$ cat src/rtl/keypad_pkg.sv
// keypad_pkg: shared keypad geometry and scanner state encoding.
package keypad_pkg;
  localparam int NUM_COLS = 4;
  localparam int NUM_ROWS = 4;
  localparam int CODE_W = 4;
  localparam int IDX_W = 2;
  typedef enum logic [2:0] {IDLE, DEBOUNCE, SCAN, DETECT, HELD} state_t;
endpackage

$ cat src/rtl/keypad_cycle_timer.sv
// keypad_cycle_timer: saturating cycle counter with clear, enable and terminal-count flag.
module keypad_cycle_timer #(
  parameter int LIMIT = 4
) (
  input  logic i_clock,
  input  logic i_reset,
  input  logic i_clear,
  input  logic i_en,
  output logic o_tc
);
  localparam int W = (LIMIT > 1) ? $clog2(LIMIT) : 1;
  logic [W-1:0] r_cnt;
  assign o_tc = (r_cnt == W'(LIMIT - 1));
  always_ff @(posedge i_clock or posedge i_reset)
    if (i_reset) r_cnt <= '0;
    else if (i_clear) r_cnt <= '0;
    else if (i_en && !o_tc) r_cnt <= r_cnt + W'(1);
endmodule

$ cat src/rtl/keypad_col_scanner.sv
// keypad_col_scanner: debounces a keypad press, walks the columns one-hot and
// emits the hex key code with a single-cycle valid pulse.
module keypad_col_scanner
  import keypad_pkg::*;
#(
  parameter int SETTLE_CYCLES = 4,
  parameter int DEBOUNCE_CYCLES = 16
) (
  input  logic                i_clock,
  input  logic                i_reset,
  input  logic                i_s_row,
  input  logic [NUM_ROWS-1:0] i_row,
  output logic [NUM_COLS-1:0] o_col,
  output logic [CODE_W-1:0]   o_code,
  output logic                o_valid,
  output logic                o_multi_key,
  output logic                o_key_down
);
  state_t              r_state, w_next;
  logic [IDX_W-1:0]    r_col_idx, w_row_idx;
  logic [NUM_ROWS-1:0] r_row_s1, r_row_q;
  logic [CODE_W-1:0]   r_code;
  logic [2:0]          w_row_cnt;
  logic r_valid, r_multi, r_key_down;
  logic w_deb_en, w_deb_tc, w_set_en, w_set_clr, w_set_tc, w_col_adv, w_hit, w_multi;

  // One timer debounces both press (s_row high) and release (s_row low).
  assign w_deb_en = (r_state == DEBOUNCE && i_s_row) || (r_state == HELD && !i_s_row);
  assign w_set_en = (r_state == SCAN);
  assign w_set_clr = !w_set_en || w_set_tc;

  keypad_cycle_timer #(.LIMIT(DEBOUNCE_CYCLES)) u_debounce (
    .i_clock(i_clock),
    .i_reset(i_reset),
    .i_clear(!w_deb_en),
    .i_en   (w_deb_en),
    .o_tc   (w_deb_tc)
  );

  keypad_cycle_timer #(.LIMIT(SETTLE_CYCLES)) u_settle (
    .i_clock(i_clock),
    .i_reset(i_reset),
    .i_clear(w_set_clr),
    .i_en   (w_set_en),
    .o_tc   (w_set_tc)
  );

  always_comb begin
    w_row_idx = '0;
    w_row_cnt = '0;
    for (int i = 0; i < NUM_ROWS; i++)
      if (r_row_q[i]) begin
        w_row_idx = IDX_W'(i);
        w_row_cnt = w_row_cnt + 3'd1;
      end
  end

  assign w_hit   = (r_state == DETECT) && (w_row_cnt == 3'd1);
  assign w_multi = (r_state == DETECT) && (w_row_cnt > 3'd1);

  always_comb begin
    w_next = r_state;
    w_col_adv = 1'b0;
    case (r_state)
      IDLE:     w_next = i_s_row ? DEBOUNCE : IDLE;
      DEBOUNCE: w_next = !i_s_row ? IDLE : (w_deb_tc ? SCAN : DEBOUNCE);
      SCAN:
        if (w_set_tc) begin
          if (i_s_row) w_next = DETECT;
          else if (r_col_idx == IDX_W'(NUM_COLS - 1)) w_next = IDLE;
          else w_col_adv = 1'b1;
        end
      DETECT:   w_next = (r_row_q == '0) ? IDLE : HELD;
      HELD:     w_next = (!i_s_row && w_deb_tc) ? IDLE : HELD;
      default:  w_next = IDLE;
    endcase
  end

  always_ff @(posedge i_clock or posedge i_reset)
    if (i_reset) begin
      r_state    <= IDLE;
      r_col_idx  <= '0;
      r_row_s1   <= '0;
      r_row_q    <= '0;
      r_code     <= '0;
      r_valid    <= 1'b0;
      r_multi    <= 1'b0;
      r_key_down <= 1'b0;
    end else begin
      r_state    <= w_next;
      r_row_s1   <= i_row;
      r_row_q    <= r_row_s1;
      r_col_idx  <= (r_state == SCAN) ? r_col_idx + IDX_W'(w_col_adv) : '0;
      r_valid    <= w_hit;
      r_multi    <= w_multi;
      r_key_down <= w_hit || (r_key_down && w_next != IDLE);
      if (w_hit) r_code <= {w_row_idx, r_col_idx};
    end

  // The column stays driven through DETECT so row_q still reflects the hit column.
  assign o_col       = (r_state == SCAN || r_state == DETECT) ? NUM_COLS'(1) << r_col_idx : '1;
  assign o_code      = r_code;
  assign o_valid     = r_valid;
  assign o_multi_key = r_multi;
  assign o_key_down  = r_key_down;
endmodule

$ cat config.mk
export PLATFORM = sky130hd
export DESIGN_NAME = keypad_col_scanner
export DESIGN_NICKNAME = d
export VERILOG_FILES = /design/src/rtl/keypad_pkg.sv /design/src/rtl/keypad_cycle_timer.sv /design/src/rtl/keypad_col_scanner.sv
export SDC_FILE = /design/constraint.sdc
export NUM_CORES = 1
export LEC_CHECK = 0
export CAP_MARGIN = 20
export CORE_MARGIN = 5
export CORE_UTILIZATION = 45
export DETAILED_ROUTE_END_ITERATION = 10
export PLACE_DENSITY_LB_ADDON = 0.25
export SLEW_MARGIN = 5
export SYNTH_ARGS = -nofsm -noshare
export SYNTH_HDL_FRONTEND = slang
export SYNTH_SLANG_ARGS = --single-unit
$ cat constraint.sdc
create_clock -name i_clock -period 2.3 [get_ports i_clock]
set_clock_uncertainty 0.15 [all_clocks]
set_input_delay 0.23 -clock i_clock [delete_from_list [all_inputs] [get_ports i_clock]]
set_output_delay 0.23 -clock i_clock [all_outputs]
set_load 0.01 [all_outputs]
; ---- Word level (Yosys, flattened, before mapping)
; Cells that the tools add are included.
[word_totals]
regBits = 26
latchBits = 0
ramBits = 0
mem_bits_ro = 0
n_memories = 0
[op_classes]
add_sub_neg = 6
n_mul = 0
div = 0
order_cmp = 1
n_eq_ne = 9
shift = 1
mux = 26
n_bitwise = 0
reduce_logical = 20
[ops]
columns = cell, n
row1 = 2-to-1 mux 3 bit, 8
row2 = case mux 3 bit (5 select lines), 1
row3 = 2-to-1 mux 2 bit, 7
row4 = 2-to-1 mux 4 bit, 3
row5 = "adder 3 x 1 -> 3 bit, second input constant", 3
row6 = logical AND 1 bit, 8
row7 = 2-to-1 mux 1 bit, 7
row8 = "== test 3 x 1 -> 1 bit, second input constant", 2
row9 = "== test 3 x 2 -> 1 bit, second input constant", 2
row10 = "adder 4 x 1 -> 4 bit, second input constant", 1
row11 = "== test 2 bit, second input constant", 2
row12 = "== test 4 bit, second input constant", 1
row13 = zero test 1 bit, 4
row14 = zero test 4 bit, 1
row15 = logical OR 1 bit, 4
row16 = "left shift 1 x 2 -> 4 bit, first input constant", 1
row17 = "== test 3 bit, second input constant", 1
row18 = "greater-than comparator 3 x 1 -> 1 bit, second input constant", 1
row19 = zero test 3 bit, 1
row20 = nonzero test 3 bit, 1
row21 = adder 2 x 1 -> 2 bit, 1
row22 = "adder 2 x 1 -> 2 bit, second input constant", 1
row23 = "inequality test 2 bit, second input constant", 1
row24 = nonzero test 2 bit, 1

; ---- Logic depth before layout (Yosys ltp)
; Gate-level depths: netlist of run 1.
[logic_depth]
depth_word = 10
ltp_mapped = 9

; ---- Modules after synthesis
; Synthesis of run 1 repeated with hierarchy kept, for this count alone.
[hier_totals]
cells_unflattened = 116
hier_area_um2 = 1303.8
[by_module_without_submodules]
columns = mod, n_inst, cells_per_inst, area_each_um2, seq_area_each_um2
row1 = keypad_col_scanner, 1, 84, 943.4, 500.5
row2 = keypad_cycle_timer (u_debounce), 1, 21, 232.7, 100.1
row3 = keypad_cycle_timer (u_settle), 1, 11, 127.6, 50.0

; ---- Least setup slack after synthesis of run 1
; Ideal clock, no wire load.
[synth_timing]
kind = reg2reg
start = register r_row_q[1]
end = register r_code[1], in the netlist o_code[1]
setup_time_ns = 0.125
arrival_time_ns = 2.117
required_ns = 2.025
path_slack_ns = -0.092
stages_incl_launch_ff = 9
path_buffers = 0
synth_period_minus_slack_ns = 2.392
path_cell_list = dfrtp_1 inv_1 ha_1 xor2_2 ha_1 or2b_1 a21oi_2 o2111ai_4 mux2_4
[synth_via]
elab_chain_cells = 7
[synth_rtl]
columns = item, line
row1 = "start, declared", keypad_col_scanner.sv:21  ; logic [NUM_ROWS-1:0] r_row_s1, r_row_q;
row2 = "start signal, assigned", keypad_col_scanner.sv:92  ; r_row_q <= r_row_s1;
row3 = 2-to-1 mux 3 bit (*), keypad_col_scanner.sv:52  ; if (r_row_q[i]) begin
row4 = adder 3 x 1 -> 3 bit, keypad_col_scanner.sv:54  ; w_row_cnt = w_row_cnt + 3'd1;
row5 = 2-to-1 mux 3 bit (*), keypad_col_scanner.sv:52
row6 = adder 3 x 1 -> 3 bit, keypad_col_scanner.sv:54
row7 = 2-to-1 mux 3 bit (*), keypad_col_scanner.sv:52
row8 = == test 3 x 1 -> 1 bit (*), keypad_col_scanner.sv:58  ; assign w_hit = (r_state == DETECT) && (w_row_cnt == 3'd1);
row9 = logical AND 1 bit (*), keypad_col_scanner.sv:58
row10 = "end signal, assigned", keypad_col_scanner.sv:97  ; if (w_hit) r_code <= {w_row_idx, r_col_idx};
row11 = "end, declared", keypad_col_scanner.sv:22  ; logic [CODE_W-1:0] r_code;
; Mark *: on every way between the ends. The rest lies on a longest branch, timed or not.
; A chain may end at the register's enable or synchronous reset.

; ---- Worst setup path after layout of run 1
[layout_timing]
start = register r_row_q[0]
end = register r_code[0], in the netlist o_code[0]
[layout_via]
elab_chain_cells = 9
[layout_rtl]
columns = item, line
row1 = 2-to-1 mux 1 bit (*), keypad_col_scanner.sv:52
row2 = adder 3 x 1 -> 3 bit, keypad_col_scanner.sv:54
row3 = 2-to-1 mux 3 bit (*), keypad_col_scanner.sv:52
row4 = adder 3 x 1 -> 3 bit, keypad_col_scanner.sv:54
row5 = 2-to-1 mux 3 bit (*), keypad_col_scanner.sv:52
row6 = adder 3 x 1 -> 3 bit, keypad_col_scanner.sv:54
row7 = 2-to-1 mux 3 bit (*), keypad_col_scanner.sv:52
row8 = == test 3 x 1 -> 1 bit (*), keypad_col_scanner.sv:58
row9 = logical AND 1 bit (*), keypad_col_scanner.sv:58
; Marked as above.

==> results of run 1 <==
==> worst register-to-register path: cells and delay by family, from the launching register on <==
| family | cells | cell delay (ns) |
|---|---|---|
| buf+inv | 1 | 0.09 |
| compound gates | 3 | 0.49 |
| fa+ha+maj | 2 | 0.40 |
| mux | 1 | 0.33 |
| flops | 1 | 0.41 |
| simple gates | 2 | 0.44 |
==> logic make-up after synthesis <==
group | Yosys count | synth area share
AO/OA/AOI/OAI | 22 | 0.141
multiplexers | 5 | 0.0472
flip-flops | 26 | 0.511
AND/OR/NAND/NOR | 35 | 0.152
adder cells (fa/ha/maj) | 7 | 0.0688
XOR/XNOR | 4 | 0.0334
buffers and inverters | 13 | 0.0462
==> layout make-up <==
class | instances | area share
repair buffers | 27 | 0.156
flip-flops and latches | 26 | 0.408
inverters | 12 | 0.0282
clock buffers | 4 | 0.0227
well taps | 31 | 0.0243
multi-input cells | 73 | 0.361
==> worst paths after layout <==
path	startpoint	end	slack, ns
max	r_row_q[0]$_DFF_PP0_	o_code[0]$_DFFE_PP0P_	-0.10
min	i_reset	u_debounce.r_cnt[3]$_DFFE_PP0P_	0.1
max reg2reg	r_row_q[0]$_DFF_PP0_	o_code[0]$_DFFE_PP0P_	-0.10
min reg2reg	r_row_s1[0]$_DFF_PP0_	r_row_q[0]$_DFF_PP0_	0.21
max in group asynchronous	i_reset	o_code[2]$_DFFE_PP0P_	1.66
min in group i_clock	i_row[1]	r_row_s1[1]$_DFF_PP0_	0.19
==> routing by layer <==
metal | GRT usage | wire, um
met1 | 0.141 | 931
met2 | 0.212 | 1040
met3 | 0.0355 | 126
met4 | 0.0416 | 10
met5 | 0 | 0
==> per-stage QoR <==
step           utilization  area (um^2)  hold slack (ns)
3_5_place_dp         0.566         1550            0.185
5_1_grt              0.584         1600            0.106
4_1_cts              0.582         1590           0.0970
6_report             0.584         1600           0.0974
2_1_floorplan            -         1280            0.111
3_3_place_gp         0.566         1550            0.182
==> where the power goes <==
group,internal [mW],total [mW],switching [mW],leakage [nW]
sequential,0.467,0.476,0.00967,0.341
combinational,0.0450,0.0864,0.0414,0.383
clock,0.0967,0.227,0.130,0.0210
==> sequential cells by signal (all words and copies together) (netlist names) <==
signal / cells
r_row_q: 4
u_debounce.r_cnt: 4
r_row_s1: 4
u_settle.r_cnt: 2
o_key_down: 1
r_state: 3
o_code: 4
r_col_idx: 2
o_multi_key: 1
o_valid: 1
==> placed cells by master, fill, tap and decap left out, drive strengths merged, types with 3 or more instances in the layout <==
| cell type | instances |
|---|---|
| nor2 | 9 |
| nor3 | 3 |
| nand2 | 6 |
| a21oi | 6 |
| inv | 12 |
| clkbuf | 4 |
| o21ai | 7 |
| clkdlybuf4s50 | 17 |
| nor3b | 4 |
| nand3 | 3 |
| mux2i | 3 |
| ha | 7 |
| buf | 10 |
| dfrtp | 26 |
==> what timing repair did <==
| item | CTS | global route |
|---|---|---|
| setup endpoints to repair | 4 | 6 |
| resized for setup | 0 | 1 |
| buffers inserted | 1 | 0 |
==> results.md, run 1 <==
- Outcome: finished with violations
- Failing checks: setup timing
- Die width: ~63 um
- Fraction of layout cells with a size suffix above 1: 0.190
- Initial antenna violation count: 0
- Clock buffer depth: 2
- Area share of the largest cell type after synthesis: 0.511
- Clk slew on worst S/H paths: 0.14 ns
- Final setup viols: 4
- Starting density of the core: 0.465
- Placer congestion estimate: between 0.7 and 0.8
- F_max: 416 MHz
- Die Y: 63.2 um
- Clk root buf: clkbuf_4
- Worst EP required: 2.36 ns
- RSZ-0062 raised after global routing: true
- Inst Count DP: 168
- GRT Total Usage: 0.121
- Via density: 5.24
- Tmin final: 2.40 ns
- Place WS: -0.0908 ns
- Syn_area_per_cell: 11.4 um^2
- Residual DRC: 0
- Top Ports: 18
- Ys flop type: dfrtp_1
- Final #Nets: about 160
- Rows: 19
- Peak supply drop: about 0.46 mV
- Area Overhead vs Synth: 25.4%
- Input/output buffers: 17
- Part of the cycle the worst path needs: 1.04
- Final Max Tran Viols: 0
- Fin cells: 173
- Power per cell area: 495 nW/um^2
- Full die area: around 4000 um^2
- Synth unique cells: 34
- Slew headroom: 0.751
- Starting DRT DRC Count: 39
- Detailed Place HPWL: 1650 um
- Final hold viol count: 0
- Multi-input gate area: 576 um^2
- Top-count cell post-synth: dfrtp_1
- Hold Crit Class: in -> async
- Area contributors post-synth: dfrtp_1 51%, ha_1 6.9%, inv_1 3.5%
- Leading area contributor after synthesis: dfrtp_1
- Routed Antenna Nets: 0
- CTS Hold Bufs: 0
- Total wire length: 2110 um
- Number of synthesis warnings: 0
- CP top delay family: compound AO/OA/AOI/OAI gates
- Buffers and inverters on the worst path: 1
- Number of diodes: 0
- CTS tree: yes
- DR vias: 906
- Max incr delay on CP: 0.41 ns
- CTS Buf Count: 3
- R2R cell count: 9
- Cells along the critical path: inv_2, ha_1, and2b_2, a21o_1, ha_1, or2b_1, a21oi_2, o2111ai_4, mux2_4
- Post-synthesis net count: 126
- Syn Inst Count: 112
- First-pass GRT wire length: 4000 um
- Critical path class: reg -> reg
- H-tree levels: 1
- Maximum fanout along the worst path: 4
- Max-cap violations: 0
- Power, Total: between 700 and 800 uW
- # clock sinks: 26
- Vias in the first global route: a little over 900
- Filler instances: 234
- First-pass DRT Iterations: 4
- Synth Cell Area: 1270 um^2
- Reg area: 651 um^2
- Sequential area share after synthesis: 0.511
- Total negative setup slack: -0.298 ns
- Grt total ovfl: 0
- EDFF count, synth: 0
- Clk_lat worst skew: 0.31 ns
- Top cells by count, synth: 26 x dfrtp_1, 12 x inv_1, 9 x nor2_1, 7 x ha_1, 7 x o21ai_0
- Post-synthesis register bit count: 26
- CP Capture Type: register
- Most common cell on crit path: ha_1
- Crit path depth: 9
- Crit path launch type: register
- Max stage delay cell, worst path: dfrtp_1
- Ys async rst share: 1.00
- Worst-Margin Slew: between 0.3 and 0.4 ns
- Static Leak: 0.746 nW
- Critical Path AT: roughly 2.5 ns
- Fin worst setup slack: -0.102 ns
- Total core area: 2730 um^2
- Post-detailed-route wirelength per cell: 12.2 um
- Largest net degree at the start of global routing: 27
Power figures use the tool's default switching activity.
==> run 2, diff against run 1 <==
--- a/config.mk
+++ b/config.mk
@@ -9,6 +9,8 @@
 export CORE_MARGIN = 5
 export CORE_UTILIZATION = 45
 export DETAILED_ROUTE_END_ITERATION = 10
+export GPL_ROUTABILITY_DRIVEN = 1
+export GPL_TIMING_DRIVEN = 0
 export PLACE_DENSITY_LB_ADDON = 0.25
 export SLEW_MARGIN = 5
 export SYNTH_ARGS = -nofsm -noshare
==> results.md, run 2 (synthesis gave the netlist of run 1 again) <==
- Outcome: finished with violations
- Failing checks: setup timing
- Min Hold Slack: 0.168 ns (+0.0706 ns)
- Worst r2r dst: o_code[1]$_DFFE_PP0P_
- Fraction of layout cells with a size suffix above 1: 0.167 (-0.0235)
- Starting DRT DRC Count: 23 (-41%)
- Full die area: 3990 um^2 (unchanged)
- CP endpoint: o_code[1]$_DFFE_PP0P_
- Part of the cycle the worst path needs: 1.05 (+0.00400)
- Routed Antenna Nets: 0 (unchanged)
- # clock sinks: 26 (unchanged)
- Slew headroom: 0.748 (-0.00251)
- Switching pwr: 191 uW (+5.4%)
- Clock buffer depth: 2 (unchanged)
- Number of diodes: 0 (unchanged)
- Max-cap violations: 0 (unchanged)
- Largest net degree at the start of global routing: 27 (unchanged)
- Fin worst setup slack: -0.111 ns (-0.00919 ns)
- Reg-to-Reg Start: r_row_q[1]$_DFF_PP0_
- Vias in the first global route: 911 (-0.76%)
- Worst-Margin Slew: 0.378 ns (+0.00376 ns)
- Final Max Tran Viols: 0 (unchanged)
- Rows: 19 (unchanged)
- Inst Count DP: 160 (-4.8%)
- Grt total ovfl: 0 (unchanged)
- Fin cells: 169 (-2.3%)
- Reg power frac: 0.540 (-0.063)
- Most frequent cells in the layout: 26 x dfrtp_1, 17 x clkdlybuf4s50_1, 10 x inv_1
- Switching share of total power: 0.217 (-0.0123)
- Internal power: 688 uW (+13%)
- Critical Path AT: 2.49 ns (+0.02 ns)
- Maximum fanout along the worst path: 4 (unchanged)
- CP Capture Type: register
- Post-detailed-route wirelength per cell: 12.6 um (+3.8%)
- Hold Crit Class: in -> reg
- Placer congestion estimate: 0.805 (+5.6%)
- CTS Buf Count: 3 (unchanged)
- RSZ-0062 raised after global routing: true
- Peak supply drop: 0.372 mV (-19%)
- Top Ports: 18 (unchanged)
- Final setup viols: 4 (unchanged)
- CTS tree: yes
- Total wire length: 2140 um (+1.4%)
- Starting density of the core: 0.465 (unchanged)
- Final Util: 0.592 (+0.00870)
- Initial antenna violation count: 0 (unchanged)
- First-pass GRT wire length: 4020 um (+0.50%)
- Clk root buf: clkbuf_4
- Crit path launch type: register
- Worst EP required: 2.37 ns (about the same)
- Total core area: 2730 um^2 (unchanged)
- Combinational Power Share: 0.102 (-0.008)
- H-tree levels: 1 (unchanged)
- Worst reg2reg setup slack: -0.11 ns (about the same)
- Clock power share: 0.358 (+0.071)
- Filler instances: 234 (unchanged)
- Final hold viol count: 0 (unchanged)
- Place WS: -0.187 ns (-0.0958 ns)
- Commonest non-fill, non-tap cell in the layout: dfrtp_1
- Detailed Place HPWL: 1610 um (-2.4%)
- Via density: 5.18 (-1.1%)
- Residual DRC: 0 (unchanged)
- R2R cell count: 9 (unchanged)
- Area Overhead vs Synth: 27.2%
- Clk slew on worst S/H paths: 0.14 ns (about the same)
- Die width: 63.2 um (unchanged)
- DR vias: 875 (-3.4%)
- Input/output buffers: 17 (unchanged)
- Crit path launch: r_row_q[1]$_DFF_PP0_
- Power per cell area: 543 nW/um^2 (+9.8%)
- Final #Nets: 153 (-2.5%)
- First-pass DRT Iterations: 4 (unchanged)
- F_max: 415 MHz (-0.38%)
- Power, Total: 879 uW (+11%)
- Die Y: 63.2 um (unchanged)
- Clk_lat worst skew: 0.33 ns (+0.02 ns)
- Critical path class: reg -> reg
- Tmin final: 2.41 ns (+0.00919 ns)
- GRT Total Usage: 0.122 (+0.000846)
- Static Leak: 0.741 nW (-0.64%)
==> run 2: critical path, cell delays in order (launching register included) <==
cell,delay [ns]
dfrtp_1,0.44
inv_2,0.10
ha_4,0.12
and2b_2,0.21
a21o_1,0.16
ha_1,0.26
or2b_1,0.23
a21oi_2,0.17
o2111ai_4,0.16
mux2_4,0.33
==> run 2: power groups by stage <==
stage          logic (mW)  clock network (mW)  registers [mW]
2_1_floorplan      0.0565                   0           0.482
3_3_place_gp       0.0750                   0           0.483
3_5_place_dp       0.0780                   0           0.484
4_1_cts            0.0842               0.325           0.475
5_1_grt             0.101               0.343           0.477
6_report           0.0900               0.314           0.475
==> run 2: per-layer routing <==
metal / GRT usage / wire length, um / vias to the layer above
met2: 0.204 / 1050 / 21
li1: - / - / 437
met5: 0 / 0 / -
met4: 0.0390 / 19 / 0
met1: 0.151 / 940 / 415
met3: 0.0355 / 128 / 2
==> run 2: final cells by class <==
cell class | instances | area [um^2] | area share
Sequential cell | 26 | 651 | 0.402
Clock buffer | 3 | 22.5 | 0.0139
Inverter | 12 | 45.0 | 0.0278
Tap cell | 31 | 38.8 | 0.0240
Buffer | 1 | 13.8 | 0.00850
Multi-Input combinational cell | 73 | 588 | 0.363
Clock inverter | 1 | 30.0 | 0.0185
Timing Repair Buffer | 22 | 230 | 0.142
==> run 2: per-stage QoR <==
| step | cell area [um^2] | TNS, ns |
|---|---|---|
| 2_1_floorplan | 1280 | -0.139 |
| 3_3_place_gp | 1490 | -0.298 |
| 3_5_place_dp | 1490 | -0.461 |
| 4_1_cts | 1580 | -0.549 |
| 5_1_grt | 1620 | -1.22 |
| 6_report | 1620 | -0.385 |
==> run 2: worst min path at each step <==
| stage | from | end | slack [ns] | depth (start not counted) |
|---|---|---|---|---|
| after detailed placement | r_row_s1[1]$_DFF_PP0_ | r_row_q[1]$_DFF_PP0_ | 0.19 | 0 |
| final | i_row[2] | r_row_s1[2]$_DFF_PP0_ | 0.17 | 1 |
| after global placement | r_row_s1[0]$_DFF_PP0_ | r_row_q[0]$_DFF_PP0_ | 0.18 | 0 |
| after floorplan | i_row[0] | r_row_s1[0]$_DFF_PP0_ | 0.11 | 0 |
| after global routing | i_row[0] | r_row_s1[0]$_DFF_PP0_ | 0.14 | 1 |
| after CTS | i_row[2] | r_row_s1[2]$_DFF_PP0_ | 0.16 | 1 |
==> run 2: what timing repair did <==
action | 4_1_cts | 5_1_grt
setup buffers | 3 | 0
hold buffers | 0 | 1
pin swaps | 1 | 1
resized for setup | 2 | 0
endpoints found under the hold margin | 0 | 4
setup endpoints to repair | 5 | 6
